**config.mk**
```make
export PLATFORM = sky130hd
export DESIGN_NAME = fpu_seq_muldiv_flat
export DESIGN_NICKNAME = d
export VERILOG_FILES = /design/src/rtl/fpu_seq_muldiv_if.sv /design/src/rtl/fpu_seq_muldiv.sv /design/src/flat_wrapper.sv
export SDC_FILE = /design/constraint.sdc
export NUM_CORES = 1
export LEC_CHECK = 0
export CORE_UTILIZATION = 53
export DETAILED_ROUTE_END_ITERATION = 10
export GPL_TIMING_DRIVEN = 0
export PLACE_DENSITY_LB_ADDON = 0.05
export SYNTH_ARGS = -nofsm -noshare
export SYNTH_HDL_FRONTEND = slang
export SYNTH_SLANG_ARGS = --single-unit
```
**constraint.sdc**
```tcl
create_clock -name clk -period 5.5 [get_ports clk]
set_clock_uncertainty 0.05 [all_clocks]
set_input_delay 1.65 -clock clk [delete_from_list [all_inputs] [get_ports clk]]
set_output_delay 1.65 -clock clk [all_outputs]
set_load 0.03 [all_outputs]
```
**src/rtl/fpu_seq_muldiv_if.sv**
```systemverilog
// Handshake and operand bus for the sequential mantissa multiply/divide engine.
// The requester drives start/op/a/b/ack; the engine answers with status and results.
interface fpu_seq_muldiv_if #(
    parameter int WIDTH = 24
);
    logic             start;
    logic             op;
    logic [WIDTH-1:0] a;
    logic [WIDTH-1:0] b;
    logic             ack;
    logic             busy;
    logic             done;
    logic [WIDTH-1:0] result_hi;
    logic [WIDTH-1:0] result_lo;
    logic             div_by_zero;

    modport master (
        output start, op, a, b, ack,
        input  busy, done, result_hi, result_lo, div_by_zero
    );

    modport slave (
        input  start, op, a, b, ack,
        output busy, done, result_hi, result_lo, div_by_zero
    );
endinterface

```
**src/rtl/fpu_seq_muldiv.sv**
```systemverilog
// Sequential unsigned mantissa engine: shift-add multiply or restoring divide
// on WIDTH-bit operands, one partial step per cycle, with a done/ack handshake
// and divide-by-zero detection.
module fpu_seq_muldiv #(
    parameter int WIDTH = 24
) (
    input  logic             clk,
    input  logic             arst,
    fpu_seq_muldiv_if.slave  bus
);
    localparam int CNT_W = $clog2(WIDTH + 1);

    localparam logic [2:0] IDLE         = 3'd0;
    localparam logic [2:0] LOAD         = 3'd1;
    localparam logic [2:0] MUL_ADD      = 3'd2;
    localparam logic [2:0] MUL_SHIFT    = 3'd3;
    localparam logic [2:0] DIV_SHIFT    = 3'd4;
    localparam logic [2:0] DIV_SUB_TEST = 3'd5;
    localparam logic [2:0] VALID        = 3'd6;

    logic [2:0]       state;
    logic             op_r;
    logic [WIDTH-1:0] a_r;
    logic [WIDTH-1:0] b_r;
    // acc_hi doubles as the remainder, acc_lo as the quotient during divide.
    logic [WIDTH:0]   acc_hi;
    logic [WIDTH-1:0] acc_lo;
    logic [CNT_W-1:0] cnt;
    logic [WIDTH-1:0] res_hi;
    logic [WIDTH-1:0] res_lo;
    logic             dbz;

    logic [2*WIDTH:0] mul_shift;
    logic [WIDTH:0]   mul_sum;
    logic             rem_ge;
    logic [WIDTH:0]   rem_next;
    logic [WIDTH-1:0] quot_next;
    logic [CNT_W-1:0] cnt_dec;

    // Next-step datapath values shared by the iteration states.
    always_comb begin
        mul_shift = {acc_hi, acc_lo} >> 1;
        // acc_hi is below 2^WIDTH here (its carry was shifted out), so no overflow.
        mul_sum   = acc_hi + {1'b0, a_r};
        rem_ge    = (acc_hi >= {1'b0, b_r});
        rem_next  = rem_ge ? (acc_hi - {1'b0, b_r}) : acc_hi;
        quot_next = {acc_lo[WIDTH-1:1], rem_ge};
        cnt_dec   = cnt - CNT_W'(1);
    end

    // Control sequencer and datapath registers.
    always_ff @(posedge clk or posedge arst) begin
        if (arst) begin
            state  <= IDLE;
            op_r   <= 1'b0;
            a_r    <= '0;
            b_r    <= '0;
            acc_hi <= '0;
            acc_lo <= '0;
            cnt    <= '0;
            res_hi <= '0;
            res_lo <= '0;
            dbz    <= 1'b0;
        end else begin
            case (state)
                IDLE: begin
                    if (bus.start) begin
                        op_r  <= bus.op;
                        a_r   <= bus.a;
                        b_r   <= bus.b;
                        state <= LOAD;
                    end
                end
                LOAD: begin
                    if (!op_r) begin
                        acc_hi <= '0;
                        acc_lo <= b_r;
                        cnt    <= CNT_W'(WIDTH);
                        state  <= MUL_ADD;
                    end else if (b_r == '0) begin
                        res_lo <= '1;
                        res_hi <= a_r;
                        dbz    <= 1'b1;
                        state  <= VALID;
                    end else begin
                        acc_hi <= '0;
                        acc_lo <= a_r;
                        cnt    <= CNT_W'(WIDTH);
                        state  <= DIV_SHIFT;
                    end
                end
                MUL_ADD: begin
                    if (acc_lo[0]) acc_hi <= mul_sum;
                    state <= MUL_SHIFT;
                end
                MUL_SHIFT: begin
                    {acc_hi, acc_lo} <= mul_shift;
                    cnt              <= cnt_dec;
                    if (cnt_dec == '0) begin
                        res_hi <= mul_shift[2*WIDTH-1:WIDTH];
                        res_lo <= mul_shift[WIDTH-1:0];
                        dbz    <= 1'b0;
                        state  <= VALID;
                    end else begin
                        state <= MUL_ADD;
                    end
                end
                DIV_SHIFT: begin
                    {acc_hi, acc_lo} <= {acc_hi[WIDTH-1:0], acc_lo, 1'b0};
                    state            <= DIV_SUB_TEST;
                end
                DIV_SUB_TEST: begin
                    acc_hi <= rem_next;
                    acc_lo <= quot_next;
                    cnt    <= cnt_dec;
                    if (cnt_dec == '0) begin
                        res_hi <= rem_next[WIDTH-1:0];
                        res_lo <= quot_next;
                        dbz    <= 1'b0;
                        state  <= VALID;
                    end else begin
                        state <= DIV_SHIFT;
                    end
                end
                VALID: begin
                    // start in the same cycle as ack is deliberately not looked at.
                    if (bus.ack) begin
                        dbz   <= 1'b0;
                        state <= IDLE;
                    end
                end
                default: state <= IDLE;
            endcase
        end
    end

    assign bus.busy        = (state != IDLE);
    assign bus.done        = (state == VALID);
    assign bus.result_hi   = res_hi;
    assign bus.result_lo   = res_lo;
    assign bus.div_by_zero = dbz;
endmodule
```
**src/flat_wrapper.sv**
```systemverilog
// flat-port wrapper written by rule: the top's interface ports become plain ports
module fpu_seq_muldiv_flat 
#(
    parameter int WIDTH = 24
)
  (clk, arst, bus_start, bus_op, bus_a, bus_b, bus_ack, bus_busy, bus_done, bus_result_hi, bus_result_lo, bus_div_by_zero);
  fpu_seq_muldiv_if #(.WIDTH(WIDTH)) bus_i ();
  input  logic clk;
  input  logic arst;
  input wire logic [$bits(bus_i.start)-1:0] bus_start;
  input wire logic [$bits(bus_i.op)-1:0] bus_op;
  input wire logic [$bits(bus_i.a)-1:0] bus_a;
  input wire logic [$bits(bus_i.b)-1:0] bus_b;
  input wire logic [$bits(bus_i.ack)-1:0] bus_ack;
  output wire logic [$bits(bus_i.busy)-1:0] bus_busy;
  output wire logic [$bits(bus_i.done)-1:0] bus_done;
  output wire logic [$bits(bus_i.result_hi)-1:0] bus_result_hi;
  output wire logic [$bits(bus_i.result_lo)-1:0] bus_result_lo;
  output wire logic [$bits(bus_i.div_by_zero)-1:0] bus_div_by_zero;
  assign bus_i.start = bus_start;
  assign bus_i.op = bus_op;
  assign bus_i.a = bus_a;
  assign bus_i.b = bus_b;
  assign bus_i.ack = bus_ack;
  assign bus_busy = bus_i.busy;
  assign bus_done = bus_i.done;
  assign bus_result_hi = bus_i.result_hi;
  assign bus_result_lo = bus_i.result_lo;
  assign bus_div_by_zero = bus_i.div_by_zero;
  fpu_seq_muldiv #(.WIDTH(WIDTH)) u_core (.clk(clk), .arst(arst), .bus(bus_i));
endmodule
```
==> results.md, run 1 <==
* Worst Hold Class: reg -> reg
* CTS Sinks at 155
* Period minus WS final at 4250 ps
* Syn Nets at 1,329
* Ys async rst share at 1.00
* Drt drc at 0
* Core ar. at 0.0190 mm2
* Least-Margin Pin Slew at 1080 ps
* Gr ovfl total at 0
* Slew Viols, Final at 0
* RSZ-0062 raised after global routing: no
* Maxcap violations at 0
* Vias at 10,711
* Required @ worst endpoint at 3800 ps
* Worst-path clk slew at about 80 ps
* CTS tree: built
* Fin Setup TNS at 0 ps
* All-Layer GR Usage at 0.378
* Mean post-synth cell area at 8.50 um2
* Crit path DAT at 2550 ps
* Post-Syn Area at 0.0104 mm2
* Area growth from synthesis to layout at 19.6%
* Bufs and invs on worst path at 3
* Die area at 0.0202 mm2
* Share of cells above drive strength 1 at 0.0558
* VDD IR max at 0.187 mV
* # rows at 50
* DR pass1 iterations at 6
* Slew HR at 0.278
* CP max FO at 10
* Drt via density at 6.60
* Post-synth EDFFs at 0
* Sequential area share after synthesis at 0.373
* Chip width at 142 um
* CTS Buf Count at 17
* LEAKAGE at 0.00540 uW
* Post-DRT Antenna Nets at 0
* DR WL/cell at 23.0 um
* Critical-path cell list: clkbuf_1 > buf_1 > nor2_1 > clkdlybuf4s50_1
* First-pass GRT wire length at 57,200 um
* GP Congestion at roughly 0.97
* Worst setup EP type: output pin
* CP max stage cell: clkdlybuf4s50_1
* Ports at 104
* Final #Nets at 1,455
* Vias in the first global route at 9,925
* Slowest cell delay on critical path at 630 ps
* Violation count after the first detailed-route iteration at 1,056
* Status: complete, no violations
* Crit Path Category: reg -> out
* Root Buffer: clkbuf_16
* Worst skew pair latency at 450 ps
* H-tree levels at 4
* CP Launch Type: register
* Library cells used by synthesis at 66
* Post-CTS Setup Inserts at 0
* # resized after CTS at 0
* Crit path max-delay family: buffers and inverters
* Post-layout util at 0.657
* Final hold vios at 0
* Finish-stage setup viols at 0
* Port Buffer Count at about 100
* Syn Inst Count at 1,224
* YS warnings at 0
* Detailed-placement wirelength estimate at 28,200 um
* Post-CTS Hold Buffers at 0
* Post-synth top flop: dfrtp_1
* Clock buffer depth at 2
* Synthesis-stage register bit count at roughly 160
* PD cells at 216 mW/mm2
* Final worst-path cycle share at 0.772
* Initial core utilization at 0.549
* Die Ht at 142 um
* Final WL at approximately 37,000 um
* Pin count of the biggest net entering global routing at 41
* Max Clock Freq at 235 MHz
* Ant diodes at 0
* Antenna violations before repair at 0
[path summary, 6_finish.rpt]
check | startpoint | end | slack [ps] | cells after the start
min | u_core.bus.result_hi[20] | u_core.bus.result_hi[20] | 460 | 1
max reg2reg | u_core.cnt[0] | u_core.bus.result_hi[17] | 1540 | 10
min reg2reg | u_core.bus.result_hi[20] | u_core.bus.result_hi[20] | 460 | 1
max | u_core.state[0] | bus_done | 1250 | 4
max in group asynchronous | arst | u_core.acc_hi[22] | 2990 | 4
min in group asynchronous | arst | u_core.bus.result_lo[5] | 1530 | 2
[placed cells by master, fill, tap and decap left out, drive strengths merged, types with 8 or more instances in the layout]
cell	synthesis	routed
o21bai	8	8
inv	47	55
o21ai	104	104
and3	12	12
clkdlybuf4s50	0	103
a21o	16	16
a221oi	37	37
nor4	9	9
clkbuf	72	89
xnor2	29	29
nand2	135	135
a221o	8	8
nor2	130	130
a22oi	59	59
a22o	32	32
a211oi	8	8
xor2	14	14
a31oi	36	36
nand4	12	12
mux2	24	24
buf	14	18
o211ai	8	8
a21oi	103	103
ha	50	50
dfrtp	155	155
nand3	17	17
[per-layer routing]
| layer | vias to the layer above | track usage | part of all wire |
|---|---|---|---|
| met5 | - | 0 | 0 |
| met1 | 5169 | 0.522 | 0.42 |
| met3 | 106 | 0.0720 | 0.10 |
| li1 | 4797 | - | - |
| met4 | 0 | 0.166 | 0.039 |
| met2 | 639 | 0.578 | 0.44 |
[cells by family (layout without fill, tap and decap cells)]
group / count (synthesis) / count (layout) / share of synthesized area
xor+xnor: 43 / 43 / 0.0362
simple gates: 349 / 349 / 0.146
mux: 28 / 28 / 0.0298
buf+inv: 133 / 272 / 0.0505
compound gates: 464 / 464 / 0.300
fa+ha+maj: 52 / 52 / 0.0640
flops: 155 / 155 / 0.373
[synthesized netlist by cell type (all sizes together), types with 8 or more instances]
| library cell | n | area (um2) |
|---|---|---|
| a221oi | 37 | 337 |
| a21oi | 103 | 519 |
| o211ai | 8 | 60.1 |
| nand2 | 135 | 507 |
| xnor2 | 29 | 254 |
| inv | 47 | 176 |
| buf | 14 | 78.8 |
| a21o | 16 | 120 |
| a31oi | 36 | 225 |
| o21bai | 8 | 71.3 |
| a22oi | 59 | 443 |
| nor2 | 130 | 495 |
| a22o | 32 | 280 |
| nor4 | 9 | 56.3 |
| nand4 | 12 | 75.1 |
| xor2 | 14 | 123 |
| and3 | 12 | 75.1 |
| mux2 | 24 | 270 |
| ha | 50 | 626 |
| clkbuf | 72 | 270 |
| a211oi | 8 | 60.1 |
| nand3 | 17 | 85.1 |
| a221o | 8 | 80.1 |
| dfrtp | 155 | 3880 |
| o21ai | 104 | 521 |
[state kept, by name, indices dropped and copies added, names as in the netlist]
| name | flops |
|---|---|
| u_core.acc_lo | 24 |
| u_core.b_r | 24 |
| u_core.state | 3 |
| u_core.a_r | 24 |
| u_core.bus.div_by_zero | 1 |
| u_core.bus.result_lo | 24 |
| u_core.op_r | 1 |
| u_core.cnt | 5 |
| u_core.acc_hi | 25 |
| u_core.bus.result_hi | 24 |
[report_power, final]
part / internal, uW / total [uW] / switching (uW)
Combinational: 107 / 253 / 146
Sequential: 1160 / 1190 / 26.8
Clock: 689 / 1250 / 565
Total: 1960 / 2690 / 738
[layout make-up]
type	instances	area, um2
inverter	47	180
sequential	155	3880
fill	1669	6510
clock buffer	17	425
tap	260	325
multi-input combinational	936	6000
buffer	86	349
timing repair buffer	107	1110
clock inverter	15	178
[worst register-to-register path, stage by stage, from the launching register on]
cell and delay, ps:
dfrtp_1 470, inv_1 70, ha_1 250, o31ai_1 300, nand3b_1 250, a22oi_1 220, nor2b_1 100, nor2_1 420
clkbuf_1 730, clkbuf_1 750, a31oi_1 180
[per-stage QoR]
step	power [uW]	setup slack, ps	cell area, um2	instances	hold slack (ps)
floorplan	1350	1840	10400	1224	459
global placement	1440	424	11800	1587	439
detailed placement	1460	1300	11800	1591	439
CTS	2690	1310	12400	1623	462
global route	2770	1230	12400	1623	465
finish	2690	1250	12400	1623	460
Note: power is estimated with default switching activity, not from simulation.
==> run 2, diff against run 1 <==
clock period = 3.6 ns   (was 5.5 ns; I/O delays follow)
==> run 2 against run 1 <==
Net effect: worst hold slack hardly changed; sequential cell count stayed put; via count hardly changed; register-to-register slack worse by 1400 ps; die area stayed put; largest power group unchanged.
==> results.md, run 2 (synthesized netlist as in run 1, its figures left out) <==
* Critical-path cell list: clkbuf_1 > buf_2 > nor2_1 > clkdlybuf4s50_1
* VDD IR max at 0.285 mV
* CP max stage cell: clkdlybuf4s50_1
* Number of flip-flops under the largest register name at 25
* Vias in the first global route at 9,920
* Clock buffer depth at 2
* Pin count of the biggest net entering global routing at 41
* Placed Area at 0.0118 mm2
* Period minus WS final at approximately 3500 ps
* Bufs and invs on worst path at 3
* Chip width at 142 um
* Die area at 0.0202 mm2
* All-Layer GR Usage at 0.379
* Reg with most FFs: u_core.acc_hi
* Maxcap violations at 0
* Crit Path Category: reg -> out
* Critical path depth at 4
* Finish-stage setup viols at 0
* # rows at 50
* Worst-path clk slew at 70 ps
* First-pass GRT wire length at 57,200 um
* CTS tree: built
* Slew HR at 0.237
* Post-DRT Antenna Nets at 0
* Final WL at approximately 37,000 um
* Most frequent cells in the layout: dfrtp_1, nand2_1, nor2_1, clkdlybuf4s50_1, a21oi_1
* Final hold vios at 0
* Max Clock Freq at 287 MHz
* Antenna violations before repair at 0
* Final #Nets at 1,456
* CP Launch Type: register
* CP max FO at 10
* Drt via density at around 6.6
* Ports at roughly 100
* Ant diodes at 0
* Area growth from synthesis to layout at 20.2%
* RSZ-0062 raised after global routing: no
* CTS Sinks at around 160
* Required @ worst endpoint at around 2500 ps
* Root Buffer: clkbuf_16
* Core ar. at around 0.019 mm2
* Crit path DAT at 2350 ps
* H-tree levels at 4
* Hold path cells at 1
* Port Buffer Count at 103
* Worst skew pair latency at 440 ps
* Worst setup EP type: output pin
* LEAKAGE at 0.00544 uW
* Non-Filler Cell Area, Final at 0.0125 mm2
* Worst Reg-to-Reg Cells at 8
* Least-Margin Pin Slew at 1140 ps
* Die Ht at 142 um
* Drt drc at 0
* Crit path max-delay family: buffers and inverters
* GP Congestion at 0.974
* Post-layout util at 0.659
* Slew Viols, Final at 0
* Status: complete, no violations
* DR WL/cell at 23.0 um
* Most common library cell in the layout ignoring fill and taps: dfrtp_1
* PD cells at between 300 and 400 mW/mm2
* CTS Buf Count at 17
* Detailed-placement wirelength estimate at 28,200 um
* Slowest cell delay on critical path at 710 ps
* Final worst-path cycle share at 0.967
* Gr ovfl total at 0
* Initial core utilization at 0.549
* Violation count after the first detailed-route iteration at 1,214
* Worst Hold Class: reg -> reg
* Post-CTS Hold Buffers at 0
* DR pass1 iterations at 7
* Share of cells above drive strength 1 at 0.0645
* Vias at about 11,000
run 2: cell type report:
class | instances | area [um2]
inverter | 47 | 180
tap | 260 | 325
fill | 1668 | 6450
buffer | 86 | 355
multi-input combinational | 936 | 6040
timing repair buffer | 108 | 1120
sequential | 155 | 3880
clock buffer | 17 | 425
clock inverter | 15 | 178
run 2: stage by stage:
stage	power, uW	cells	hold WS [ps]	setup TNS (ps)	worst slack, ps
2_1_floorplan	2060	1224	459	0	511
3_3_place_gp	2210	1587	439	-140180	-906
3_5_place_dp	2220	1591	439	-3270	-226
4_1_cts	4120	1623	462	0	96.9
5_1_grt	4230	1624	465	0	16.6
6_report	4120	1624	460	0	120
run 2: power by group:
part | internal (uW) | total, uW | switching [uW] | leakage [uW]
clock | 1050 | 1920 | 869 | 0.000298
sequential | 1770 | 1810 | 41.1 | 0.00205
combinational | 164 | 388 | 224 | 0.00310
run 2: path summary, 6_finish.rpt:
kind                                          startpoint                  endpoint  slack (ps)
min in group asynchronous                           arst   u_core.bus.result_lo[5]         960
worst max-delay path                     u_core.state[0]                  bus_done         120
worst max register to register           u_core.state[1]          u_core.acc_hi[7]         130
worst min-delay path            u_core.bus.result_hi[20]  u_core.bus.result_hi[20]         460
worst min register to register  u_core.bus.result_hi[20]  u_core.bus.result_hi[20]         460
max in group asynchronous                           arst         u_core.acc_hi[22]        1660
run 2: what timing repair did:
item,4_1_cts,5_1_grt
pin swaps,0,1
resized for setup,4,9
endpoints found under the setup margin,32,22
buffers inserted,0,1
run 2: routing by layer:
metal  vias to the layer above  global-route usage  wire length [um]
li1                       4784                   -                 -
met1                      5179               0.521             15800
met2                       645               0.579             16300
met3                        95              0.0720              3750
met4                         0               0.165              1470
met5                         -                   0                 0
